**src/rtl/au_bitscan.sv**
```systemverilog
// Set-bit scanner: accepts a word and emits one beat per set bit (index order set by MSB_FIRST).
// Optional popcount output enabled by defining AU_BITSCAN_COUNT_EN.
module au_bitscan #(
    parameter int WIDTH     = 8,
    parameter int MSB_FIRST = 0,
    localparam int ZW = (WIDTH > 1) ? $clog2(WIDTH) : 1,
    localparam int CW = ($clog2(WIDTH + 1) > 1) ? $clog2(WIDTH + 1) : 1
) (
    input  logic             clk,
    input  logic             rst,
    input  logic             in_valid,
    output logic             in_ready,
    input  logic [WIDTH-1:0] a,
    output logic             out_valid,
    input  logic             out_ready,
    output logic [ZW-1:0]    z,
    output logic             out_last,
    output logic             out_empty
`ifdef AU_BITSCAN_COUNT_EN
    ,
    output logic [CW-1:0]    cnt
`endif
);

    if (WIDTH < 1) begin : g_width_check
        $fatal(1, "au_bitscan: WIDTH must be >= 1");
    end

    typedef enum logic [1:0] {
        StIdle,
        StScan,
        StZero
    } state_e;

    state_e           state_q, state_d;
    logic [WIDTH-1:0] residue_q, residue_d;
    logic [WIDTH-1:0] sel_onehot;
    logic [WIDTH-1:0] residue_clr;
    logic [ZW-1:0]    z_sel;
    logic             one_left;
    logic             accept;

    assign in_ready = (state_q == StIdle) && !rst;
    assign accept   = in_valid && in_ready;

    // Priority pick: the last match in loop order wins, so loop direction sets scan order.
    always_comb begin
        z_sel      = '0;
        sel_onehot = '0;
        if (MSB_FIRST != 0) begin
            for (int i = 0; i < WIDTH; i++) begin
                if (residue_q[i]) begin
                    z_sel         = ZW'(i);
                    sel_onehot    = '0;
                    sel_onehot[i] = 1'b1;
                end
            end
        end else begin
            for (int i = WIDTH - 1; i >= 0; i--) begin
                if (residue_q[i]) begin
                    z_sel         = ZW'(i);
                    sel_onehot    = '0;
                    sel_onehot[i] = 1'b1;
                end
            end
        end
    end

    assign residue_clr = residue_q & ~sel_onehot;
    assign one_left    = (residue_clr == '0);

    always_comb begin
        state_d   = state_q;
        residue_d = residue_q;
        out_valid = 1'b0;
        z         = '0;
        out_last  = 1'b0;
        out_empty = 1'b0;
        unique case (state_q)
            StIdle: begin
                if (accept) begin
                    residue_d = a;
                    state_d   = (a != '0) ? StScan : StZero;
                end
            end
            StScan: begin
                out_valid = 1'b1;
                z         = z_sel;
                out_last  = one_left;
                if (out_ready) begin
                    residue_d = residue_clr;
                    if (one_left) begin
                        state_d = StIdle;
                    end
                end
            end
            StZero: begin
                out_valid = 1'b1;
                out_last  = 1'b1;
                out_empty = 1'b1;
                if (out_ready) begin
                    state_d = StIdle;
                end
            end
            default: state_d = StIdle;
        endcase
    end

    always_ff @(posedge clk) begin
        if (rst) begin
            state_q   <= StIdle;
            residue_q <= '0;
        end else begin
            state_q   <= state_d;
            residue_q <= residue_d;
        end
    end

`ifdef AU_BITSCAN_COUNT_EN
    logic [CW-1:0] cnt_q, cnt_d;
    logic [CW-1:0] pop_a;

    always_comb begin
        pop_a = '0;
        for (int i = 0; i < WIDTH; i++) begin
            pop_a = pop_a + CW'(a[i]);
        end
    end

    always_comb begin
        cnt_d = cnt_q;
        if (accept) begin
            cnt_d = pop_a;
        end
    end

    always_ff @(posedge clk) begin
        if (rst) begin
            cnt_q <= '0;
        end else begin
            cnt_q <= cnt_d;
        end
    end

    // Held count is only meaningful while a beat is on the output.
    assign cnt = out_valid ? cnt_q : '0;
`endif

endmodule

```
**config.mk**
```make
export PLATFORM = sky130hd
export DESIGN_NAME = au_bitscan
export DESIGN_NICKNAME = d
export VERILOG_FILES = /design/src/rtl/au_bitscan.sv
export SDC_FILE = /design/constraint.sdc
export NUM_CORES = 1
export LEC_CHECK = 0
export ABC_AREA = 1
export CORE_ASPECT_RATIO = 0.8
export CORE_MARGIN = 2
export CORE_UTILIZATION = 40
export CTS_BUF_LIST = sky130_fd_sc_hd__clkbuf_4 sky130_fd_sc_hd__clkbuf_8
export DETAILED_ROUTE_END_ITERATION = 7
export GPL_ROUTABILITY_DRIVEN = 0
export PLACE_DENSITY = 0.79
export SLEW_MARGIN = 25
export SYNTH_ARGS = -nofsm -noshare
export SYNTH_HDL_FRONTEND = slang
export SYNTH_SLANG_ARGS = --single-unit
```
**constraint.sdc**
```tcl
create_clock -name clk -period 2.65 [get_ports clk]
set_input_delay 0.265 -clock clk [delete_from_list [all_inputs] [get_ports clk]]
set_output_delay 0.265 -clock clk [all_outputs]
set_load 0.005 [all_outputs]
```
# == Word-level counts from Yosys, hierarchy flattened ==
# Index checks and enable logic that the tools add are counted.
# word_totals
reg_bits,10
in_bits,12
output_inout_bits,7
word_cells,49
# classes
eq_ne,6
muxes,29
bitwise_logic,2
reduce_logical,10
# op_table
operator,count
two-way mux 8 bit,10
two-way mux 3 bit,9
case mux 8 bit (2 select lines),1
two-way mux 2 bit,5
AND 8 bit,1
zero test 8 bit,1
"inequality test 2 bit, second input constant",4
NOT 8 bit,1
nonzero test 8 bit,1
case mux 2 bit (3 select lines),1
AND reduction 4 bit,1
AND reduction 3 bit,1
"== test 2 x 1 -> 1 bit, second input constant",1
"== test 2 bit, second input constant",1
logical AND 1 bit,2
zero test 2 bit,1
two-way mux 1 bit,2
case mux 1 bit (2 select lines),1
nonzero test 2 bit,1
OR reduction 2 bit,1
zero test 1 bit,1

# == Longest topological paths before layout ==
# Gate-level depths: netlist of the first run.
# logic_depth
ltp_word,14
mapped_depth,10
ltp_nobuf,10

# == Worst setup path before layout of the first run ==
# No wires, ideal clock.
# synth_timing
kind,register to output
startpoint,register state_q[1]
endpoint,output out_last
arrival_time_ns,1.293
required_ns,2.385
setup_slack_ns,1.092
path_stages_with_launch,8
cell_sequence,dfxtp_1 inv_1 ha_1 inv_1 buf_2 buf_2 nor2_1 o21a_1
# synth_between
elab_chain_len,2
elab_cells_between_ends,3
classes_between,2 x eq/ne; 1 x mux
# synth_lines
element,line,text
start: declaration,35,"state_e state_q, state_d;"
start signal: assignment,111,state_q <= StIdle;
start signal: assignment,114,state_q <= state_d;
== test 2 bit / == test 2 x 1 -> 1 bit (equally long branches),79,unique case (state_q)
case mux 1 bit (2 select lines) (*),79,
end: declaration,17,"output logic out_last,"
# Mark *: on every way between the ends. The rest lies on a longest branch, timed or not.

# == Worst setup path in the final report of the first run ==
# Same ends and word-level chain as after synthesis.

==> results of run 1 <==
==> synthesized netlist by cell type (all sizes together), types with 3 or more instances <==
| cell | count | area [sq um] |
|---|---|---|
| a211oi | 4 | 40.0 |
| a21oi | 15 | 78.8 |
| buf | 3 | 21.3 |
| dfxtp | 10 | 200 |
| ha | 3 | 37.5 |
| inv | 13 | 48.8 |
| nand2 | 22 | 90.1 |
| nand3 | 7 | 45.0 |
| nor2 | 19 | 91.3 |
| o21ai | 15 | 86.3 |
==> cell families after synthesis <==
kind of cell             count (synthesis)  synth area share [%]
AND/OR/NAND/NOR                         50                  31.2
flip-flops                              10                  26.3
buffers and inverters                   17                  9.69
AO/OA/AOI/OAI                           35                  27.9
adder cells (fa/ha/maj)                  3                  4.93
==> stage by stage <==
step / instance area [sq um] / utilization (%) / hold WS [ns] / setup slack, ns / std cells
2_1_floorplan: 762 / - / 0.334 / 1.09 / 115
6_report: 987 / 53.7 / 0.517 / 0.297 / 158
5_1_grt: 987 / 53.7 / 0.560 / 0.0915 / 158
3_5_place_dp: 951 / 51.7 / 0.514 / 0.565 / 154
3_3_place_gp: 951 / 51.7 / 0.496 / 0.616 / 154
4_1_cts: 987 / 53.7 / 0.526 / 0.290 / 158
==> routing by layer <==
metal,routed length [um],vias to the layer above,track usage [%]
li1,-,418,-
met1,853,340,23.4
met2,787,11,27.5
met3,63,2,6.34
met4,10,0,3.08
met5,0,-,0
==> sequential cells by signal (all words and copies together), names as in the netlist <==
register,cells
residue_q,8
state_q,2
==> final cells by class <==
cell class | count | area [sq um]
fillers | 189 | 852
flip-flops and latches | 10 | 200
multi-input cells | 88 | 488
clock buffers | 4 | 36.3
well taps | 24 | 30.0
inverters | 14 | 52.6
repair buffers | 18 | 180
==> worst max-delay path by stage <==
stage	start	to
floorplan	state_q[1]$_SDFFE_PP0P_	out_last
global placement	state_q[1]$_SDFFE_PP0P_	out_last
detailed placement	state_q[1]$_SDFFE_PP0P_	residue_q[1]$_SDFFE_PP0P_
CTS	state_q[1]$_SDFFE_PP0P_	out_last
global route	state_q[1]$_SDFFE_PP0P_	out_last
finish	state_q[1]$_SDFFE_PP0P_	out_last
==> power by group through the flow <==
stage / registers [W] / logic, W / clock network [W]
floorplan: 0.000254 / 0.000468 / 0
CTS: 0.000264 / 0.000632 / 0.000140
global placement: 0.000264 / 0.000616 / 0
global route: 0.000272 / 0.000719 / 0.000148
detailed placement: 0.000267 / 0.000631 / 0
finish: 0.000264 / 0.000633 / 0.000135
==> critical path: stages (launching register included) <==
cell and delay [ns]:
sky130_fd_sc_hd__dfxtp_1 0.34, sky130_fd_sc_hd__inv_1 0.08, sky130_fd_sc_hd__ha_1 0.23, sky130_fd_sc_hd__inv_1 0.46, sky130_fd_sc_hd__nor2_1 0.10, sky130_fd_sc_hd__o21a_1 0.18, sky130_fd_sc_hd__clkdlybuf4s50_1 0.43
==> run summary, run 1 <==
### Yosys
* synthesized netlist cell count: 115
* Post-synth EDFFs: 0
* number of synthesized register bits: 10
* number of warning messages in the yosys log: 0
* share of the yosys chip area belonging to registers: 26.3%
* number of nets in the synthesized netlist: 130
* distinct cell type count of the synthesized netlist: 23
* fraction of registers with async set or reset after synthesis: 0%
* Avg Cell Area, Syn: 6.63 sq um
* prevailing post-synth register cell: sky130_fd_sc_hd__dfxtp_1
* mapped cell area: 762 sq um

### Route
* vias: 771
* number of detailed-route iterations in the first pass: 4
* DRT Wirelength: 1.72 mm
* number of DRC markers in iteration 0: 22
* detailed-route wire length per cell: 10.9 um
* ratio of routed vias to standard cells: 4.88
* Antenna Violating Nets Remaining: 0
* # DRC: 0

### Worst setup path
* required arrival time at the worst endpoint: 2.38 ns
* FF-to-FF setup slack: 0.53 ns
* kind of end point of the critical path: primary output
* arrival time of data at the critical path endpoint: 2.09 ns
* CP max FO: 20
* cell depth of the worst flop-to-flop path: 8
* Reg2Reg Launch Point: state_q[1]$_SDFFE_PP0P_
* end of the worst register-to-register path: residue_q[1]$_SDFFE_PP0P_
* critical path startpoint category: flop
* critical path class: reg2out

### CTS
* number of buffers created by CTS: 3
* clock tree from TritonCTS: yes
* post-CTS sizing: 0
* clock slew at reported path FFs: 0.06 ns
* Max Buffers Root-to-Sink: 2
* clock latency of the later-clocked register in the worst-skew pair: 0.26 ns
* Setup Buffers After CTS: 0
* TritonCTS sink count: 10
* Clock H-tree levels: 1
* cts-stage hold buffer count: 0
* root buffer selected by CTS: sky130_fd_sc_hd__clkbuf_4

### Hold path
* capture endpoint of the worst hold path: state_q[1]$_SDFFE_PP0P_
* worst hold path type: reg2reg
* Hold Startpoint: state_q[1]$_SDFFE_PP0P_
* Hold Crit Depth: 2

### Timing
* post-route clock period utilization: 88.8%
* clock skew after layout: 0.00714 ns
* final setup fails: 0
* endpoints failing hold: 0
* setup repair after global routing missed its margin: false
* Slew headroom: 60.5%
* maximum frequency from static timing analysis: 0.425 GHz
* setup total negative slack: 0 ns
* slew of the pin with the lowest slew margin: 0.592 ns
* max-slew violation count: 0
* shortest period the worst path allows: 2.35 ns

### Die
* core box area: 1840 sq um
* Boundary Pins: 19
* number of rows in the core area: 14
* full die area: 2270 sq um
* Die Height: 43.0 um
* Initial Utilization: 41.4%
* Die X-Extent: 52.8 um

### Final layout
* commonest cells after routing, fill and taps aside: 19 x sky130_fd_sc_hd__nand2_1, 18 x sky130_fd_sc_hd__clkdlybuf4s50_1, 15 x sky130_fd_sc_hd__nor2_1
* most frequent standard cell in the layout excluding fill and tap cells: sky130_fd_sc_hd__nand2_1
* # nets final: 150
* fraction of layout instances using a drive strength above 1: 14.9%
* area delta synth->final: 29.6%
* final antenna diode count: 0

### Global routing
* total gr overflow: 0
* Tot GR Track Use: 17.6%
* vias in the first global route: 708
* antenna violations before repair: 0
* wire length of the first global-routing pass: 2.95 mm
* maximum number of pins on one net before global-route repair: 21

### Placed design
* Post-DP HPWL: 1.42 mm
* Port-buffer cells: 18

### Run
* reported max-cap violation count: 0

### Power
* largest voltage drop on the vdd net: 0.476 mV
* Clk network pwr share: 13.1%
* overall power of the completed layout: 0.00103 W
* total power per unit cell area: 1050 nW/um^2
* Int Pwr: 0.000558 W
* leakage component of the power: 0.407 nW
* fraction of power spent switching nets: 46.0%
* portion of total power attributed to combinational logic: 61.3%
* part of the total power dissipated in sequential elements: 25.6%
* net switching power of the design: 0.000475 W

### Outcome
* result of the run: finished clean

No activity file was read; power rests on OpenSTA's default activity.
==> inputs of run 2 (changes only) <==
- HOLD_SLACK_MARGIN: unset -> 0.15
==> results of run 2 <==
Same layout as run 1: the final DEF is identical, and so are final timing and power.
==> inputs of run 3 (changes only) <==
- PLACE_DENSITY: 0.79 -> 0.67
==> run summary, run 3 (same netlist as run 1, synthesis figures left out) <==
### Hold path
* worst hold path type: reg2reg

### Global routing
* antenna violations before repair: 0
* maximum number of pins on one net before global-route repair: 21
* wire length of the first global-routing pass: 3.06 mm
* Tot GR Track Use: 18.7%
* vias in the first global route: 662
* total gr overflow: 0

### Outcome
* result of the run: finished clean

### Final layout
* core occupancy in the finished layout: 52.9%
* most frequent standard cell in the layout excluding fill and tap cells: sky130_fd_sc_hd__nand2_1
* max FFs per register: 8
* area of the multi-input gates: 488 sq um
* Regs by FF count: residue_q x8, state_q x2
* area of all sequential standard cells: 200 sq um
* largest reg by FF count: residue_q
* area delta synth->final: 27.8%
* filler cell count in the final layout: 189
* final antenna diode count: 0
* commonest cells after routing, fill and taps aside: 19 x sky130_fd_sc_hd__nand2_1, 18 x sky130_fd_sc_hd__clkdlybuf4s50_1, 15 x sky130_fd_sc_hd__nor2_1
* fraction of layout instances using a drive strength above 1: 14.3%
* # nets final: 150

### CTS
* clock tree from TritonCTS: yes
* post-CTS sizing: 0
* root buffer selected by CTS: sky130_fd_sc_hd__clkbuf_4
* Max Buffers Root-to-Sink: 2
* clock slew at reported path FFs: 0.07 ns
* TritonCTS sink count: 10
* Setup Buffers After CTS: 0
* number of buffers created by CTS: 3
* cts-stage hold buffer count: 0
* clock latency of the later-clocked register in the worst-skew pair: 0.27 ns
* Clock H-tree levels: 1

### Placed design
* Port-buffer cells: 18
* Post-DP HPWL: 1.41 mm

### Timing
* post-route clock period utilization: 89.1%
* Slew headroom: 60.2%
* setup repair after global routing missed its margin: false
* shortest period the worst path allows: 2.36 ns
* endpoints failing hold: 0
* clock skew after layout: 0.00985 ns
* slew of the pin with the lowest slew margin: 0.597 ns
* max-slew violation count: 0
* setup total negative slack: 0 ns
* worst hold slack across all endpoints: 0.517 ns
* maximum frequency from static timing analysis: 0.424 GHz
* final setup fails: 0

### Worst setup path
* kind of end point of the critical path: primary output
* CP cell instances: inv_1 > ha_1 > inv_1 > nor2_1 > o21a_1 > clkdlybuf4s50_1
* CP max stage delay: 0.46 ns
* Top Family by Delay on Critical Path: buffers and inverters
* Worst path slowest cell: sky130_fd_sc_hd__inv_1
* critical path startpoint category: flop
* arrival time of data at the critical path endpoint: 2.10 ns
* most numerous cell on the critical path: sky130_fd_sc_hd__inv_1
* required arrival time at the worst endpoint: 2.38 ns
* CP bufs+invs: 3
* critical path class: reg2out
* CP max FO: 20

### Route
* DRT Wirelength: 1.80 mm
* number of DRC markers in iteration 0: 22
* number of detailed-route iterations in the first pass: 4
* detailed-route wire length per cell: 11.5 um
* # DRC: 0
* Antenna Violating Nets Remaining: 0
* ratio of routed vias to standard cells: 5.07
* vias: 796

### Power
* largest voltage drop on the vdd net: 0.557 mV
* total power per unit cell area: 1030 nW/um^2
* leakage component of the power: 0.400 nW

### Run
* reported max-cap violation count: 0

### Die
* full die area: 2270 sq um
* core box area: 1840 sq um
* Die Height: 43.0 um
* Die X-Extent: 52.8 um
* Initial Utilization: 41.4%
* number of rows in the core area: 14
* Boundary Pins: 19

[run 3: cell types whose count changed in the layout (fill, tap and decap cells not counted), sizes merged]
| cell | change |
|---|---|
| clkbuf | -1 |
[run 3: final cells by class]
type                    count  share of cell area (%)
well taps                  24                    3.08
flip-flops and latches     10                    20.6
clock buffers               3                    2.31
repair buffers             18                    18.5
multi-input cells          88                    50.1
inverters                  14                    5.40
[run 3: metrics by stage]
stage          std cells  cell area [sq um]  power, W  setup WS [ns]
2_1_floorplan        115                762  0.000722           1.09
3_3_place_gp         154                951  0.000887          0.599
3_5_place_dp         154                951  0.000897          0.572
4_1_cts              157                973   0.00100          0.280
5_1_grt              157                973   0.00111          0.136
6_report             157                973   0.00100          0.289
[run 3: where the power goes]
part	internal [W]	total [W]	switching [W]
Clock	0.0000524	0.000103	0.0000509
Sequential	0.000202	0.000265	0.0000623
Combinational	0.000272	0.000635	0.000363
Total	0.000527	0.00100	0.000476
[run 3: worst min-delay path, delay by kind of cell (launching register included)]
family          cells  cell delay (ns)
buf+inv             1             0.08
compound gates      1             0.06
flops               1             0.34
[run 3: worst paths after layout]
check	start	endpoint	slack, ns	cells past startpoint
setup / recovery	state_q[1]$_SDFFE_PP0P_	out_last	0.29	6
hold / removal	residue_q[3]$_SDFFE_PP0P_	residue_q[3]$_SDFFE_PP0P_	0.52	2
setup reg to reg	state_q[1]$_SDFFE_PP0P_	residue_q[1]$_SDFFE_PP0P_	0.57	8
hold reg to reg	residue_q[3]$_SDFFE_PP0P_	residue_q[3]$_SDFFE_PP0P_	0.52	2
[run 3: per-layer routing]
| metal | part of all wire, % | global-route usage [%] | wire length [um] |
|---|---|---|---|
| met1 | 48 | 28.2 | 868 |
| met2 | 44 | 24.3 | 793 |
| met3 | 6.6 | 7.39 | 119 |
| met4 | 1.2 | 4.62 | 21 |
| met5 | 0 | 0 | 0 |
